`config.mk`:
```
export PLATFORM = sky130hd
export DESIGN_NAME = button_debouncer
export DESIGN_NICKNAME = d
export VERILOG_FILES = /design/src/rtl/button_debouncer.sv
export SDC_FILE = /design/constraint.sdc
export NUM_CORES = 1
export LEC_CHECK = 0
export CAP_MARGIN = 10
export CORE_MARGIN = 3
export CORE_UTILIZATION = 50
export DETAILED_ROUTE_END_ITERATION = 8
export GPL_TIMING_DRIVEN = 0
export PLACE_DENSITY = 0.79
export SKIP_CTS_REPAIR_TIMING = 1
export SLEW_MARGIN = 40
export SYNTH_ARGS = -nofsm -noshare
export SYNTH_HDL_FRONTEND = slang
export SYNTH_SLANG_ARGS = --single-unit
```
`constraint.sdc`:
```
create_clock -name clk -period 2.8 [get_ports clk]
set_input_delay 0.7 -clock clk [delete_from_list [all_inputs] [get_ports clk]]
set_output_delay 0.7 -clock clk [all_outputs]
set_load 0.005 [all_outputs]
```
`src/rtl/button_debouncer.sv`:
```
// Vector debouncer: output follows the raw buttons once they hold one value for DEB_CYCLES samples.
// Latency DEB_CYCLES-1 clocks after the first sample of a new value; no backpressure.
// Any change in the raw vector restarts the stability count for the whole vector.
module button_debouncer #(
    parameter int WIDTH      = 8,
    parameter int DEB_CYCLES = 4
) (
    input  logic             clk,
    input  logic             rst,
    input  logic [WIDTH-1:0] raw,
    output logic [WIDTH-1:0] deb_vec
);

    localparam int CNT_W = $clog2(DEB_CYCLES + 1);

    logic [WIDTH-1:0] samp;
    logic [CNT_W-1:0] cnt;

    always_ff @(posedge clk or negedge rst) begin
        if (!rst) begin
            samp    <= '0;
            cnt     <= CNT_W'(DEB_CYCLES);
            deb_vec <= '0;
        end else if (raw != samp) begin
            samp <= raw;
            cnt  <= CNT_W'(1);
        end else begin
            if (cnt < CNT_W'(DEB_CYCLES)) cnt <= cnt + 1'b1;
            // cnt counts matching samples already seen; this one makes DEB_CYCLES.
            if (cnt >= CNT_W'(DEB_CYCLES - 1)) deb_vec <= samp;
        end
    end

endmodule

```
==> out/qor.txt <==
Main area contributors after synthesis - dfrtp_1 (58%), mux2_2 (12%), xnor2_1 (10%)
Number of global-route vias before repair - 476
Synth top area share - 0.583
Row cnt - 13
Area delta synth->final - 27.3%
Setup TNS - 0 ns
DR DRC count - 0
Setup Viol. Count Final - 0
Min Tclk post-route - 2.20 ns
Initial DRC count - 1
Crit path launch type - input pin
Max Cap Violations - 0
Sequential-to-total area share from yosys stat - 0.617
First-pass GRT wire length - 2130 um
Avg WL per Cell - 13.4 um
Worst-Margin Slew - 0.439 ns
Count of final hold-check violations - 0
Die width - 45.3 um
I/O pin cnt - 18
Hold crit path type - input pin to async pin
Vias - 458
Die ar. - 2050 um2
Area of the mapped netlist - 773 um2
Crit path required time - 2.99 ns
Commonest non-fill, non-tap cells in the layout - dfrtp_1 (18), clkdlybuf4s50_1 (16), xnor2_1 (9)
Worst setup EP type - register
R2r setup slk - 1.05 ns
CTS root buf - clkbuf_4
FF+latch count, synth - 19
Slew Limit Headroom - 0.707
Grt ovf - 0
Pins Over Slew Limit - 0
CTS HTree Levels - 1
Initial antenna violation count - 0
Worst Path Max Fanout - 8
Worst Setup Path Type - input pin to register
Clk pin slew, worst setup/hold paths - 0.11 ns
Avg Cell Area, Syn - 13.8 um2
Routed wire length - 1230 um
Fillers - 107
Number of diodes - 0
RSZ-0062 raised after global routing - false
Reg2Reg Depth - 4
Largest net degree at the start of global routing - 20
Worst vdd ir - 0.301 mV
Commonest non-fill, non-tap cell in the layout - dfrtp_1
Unique masters post-synth - 15
CORE AREA - 1380 um2
Lkg Pwr - 0.427 nW
Post-route ant nets - 0
Status - complete, no violations
Worst R2R End - deb_vec[3]$_DFFE_PN0P_
Vias per cell - 4.98
Synthesized Nets - 68
Worst Skew - 0.00446 ns
GPL Wtd Cong - 0.742
Yosys warns - 0
Share of cells above drive strength 1 - 0.221
CTS Sinks - 19
# port buffers - 17
R2r startpoint - samp[5]$_DFFE_PN0P_
Syn Inst Count - 56
Skew-Pair Late Insertion Delay - 0.29 ns
CTS Buffer Depth - 2
Initial Utilization - 0.559
DP Wirelength - 927 um
CP startpoint - raw[2]
GRT Overall Usage - 0.161
Fin crit share - 0.787
Fmax - 454 MHz
TritonCTS clock tree - built
Die height - 45.3 um
DRT Pass-1 Iters - 2
Nets@finish - 90
Leading area contributor after synthesis - dfrtp_1
Pwr dens - 465 nW/um2
Hold Worst Slack - 0.312 ns
Critical path arrival - 2.39 ns
Inserted Clock Buffers - 3
==> synthesized netlist by cell type <==
| master | number |
|---|---|
| a211oi_1 | 1 |
| a21oi_1 | 1 |
| clkbuf_1 | 8 |
| dfrtp_1 | 18 |
| dfstp_2 | 1 |
| ha_1 | 2 |
| inv_1 | 1 |
| mux2_2 | 8 |
| mux2i_1 | 1 |
| nand4_1 | 2 |
| nor2_1 | 1 |
| nor3_4 | 1 |
| or2_2 | 1 |
| or3_2 | 1 |
| xnor2_1 | 9 |
==> layer usage <==
layer / track usage / wire [um]
met5: 0 / 0
met4: 0.123 / 44
met1: 0.169 / 513
met2: 0.266 / 628
met3: 0.0518 / 46
==> worst max-delay path by stage <==
stage                                  end  slack (ns)  cells after the start
global route        deb_vec[7]$_DFFE_PN0P_        0.51                      5
global placement    deb_vec[3]$_DFFE_PN0P_        0.30                      5
finish              deb_vec[3]$_DFFE_PN0P_        0.60                      5
detailed placement  deb_vec[3]$_DFFE_PN0P_        0.26                      5
floorplan           deb_vec[0]$_DFFE_PN0P_        0.96                      4
CTS                 deb_vec[3]$_DFFE_PN0P_        0.59                      5
==> registers in the layout (all words and copies together), names as in the netlist <==
signal   cells
cnt          3
samp         8
deb_vec      8
==> final cells by class <==
| class | instances | area, um2 | area share |
|---|---|---|---|
| clock inverter | 1 | 5.00 | 0.00508 |
| timing repair buffer | 17 | 165 | 0.168 |
| clock buffer | 3 | 22.5 | 0.0229 |
| tap | 15 | 18.8 | 0.0191 |
| inverter | 1 | 3.75 | 0.00381 |
| buffer | 8 | 30.0 | 0.0305 |
| sequential | 19 | 477 | 0.484 |
| multi-input combinational | 28 | 263 | 0.267 |
==> critical path, cell delays in order <==
cell	delay, ns
clkdlybuf4s50_1	0.51
xnor2_1	0.14
nand4_1	0.21
nor3_4	0.45
mux2_2	0.39
==> through the flow <==
stage | setup WS (ns) | instance area, um2 | cells | total power [mW] | util
2_1_floorplan | 0.961 | 773 | 56 | 0.306 | -
3_3_place_gp | 0.296 | 962 | 88 | 0.328 | 0.696
4_1_cts | 0.588 | 990 | 92 | 0.467 | 0.716
5_1_grt | 0.508 | 985 | 92 | 0.481 | 0.712
3_5_place_dp | 0.264 | 962 | 88 | 0.330 | 0.696
6_report | 0.596 | 985 | 92 | 0.458 | 0.712
==> power breakdown <==
part           switching (mW)  total, mW  internal (mW)
sequential            0.00452      0.285          0.281
combinational          0.0159     0.0376         0.0218
clock                  0.0821      0.135         0.0532
==> cells by family (layout without fill, tap and decap cells) <==
group	Yosys count	in the layout	share of synthesized area
AND/OR/NAND/NOR	6	6	0.0599
XOR/XNOR	9	9	0.102
buffers and inverters	9	30	0.0437
adder cells (fa/ha/maj)	2	2	0.0324
flip-flops	19	19	0.617
multiplexers	9	9	0.129
AO/OA/AOI/OAI	2	2	0.0162
Note: power is estimated with default switching activity, not from simulation.
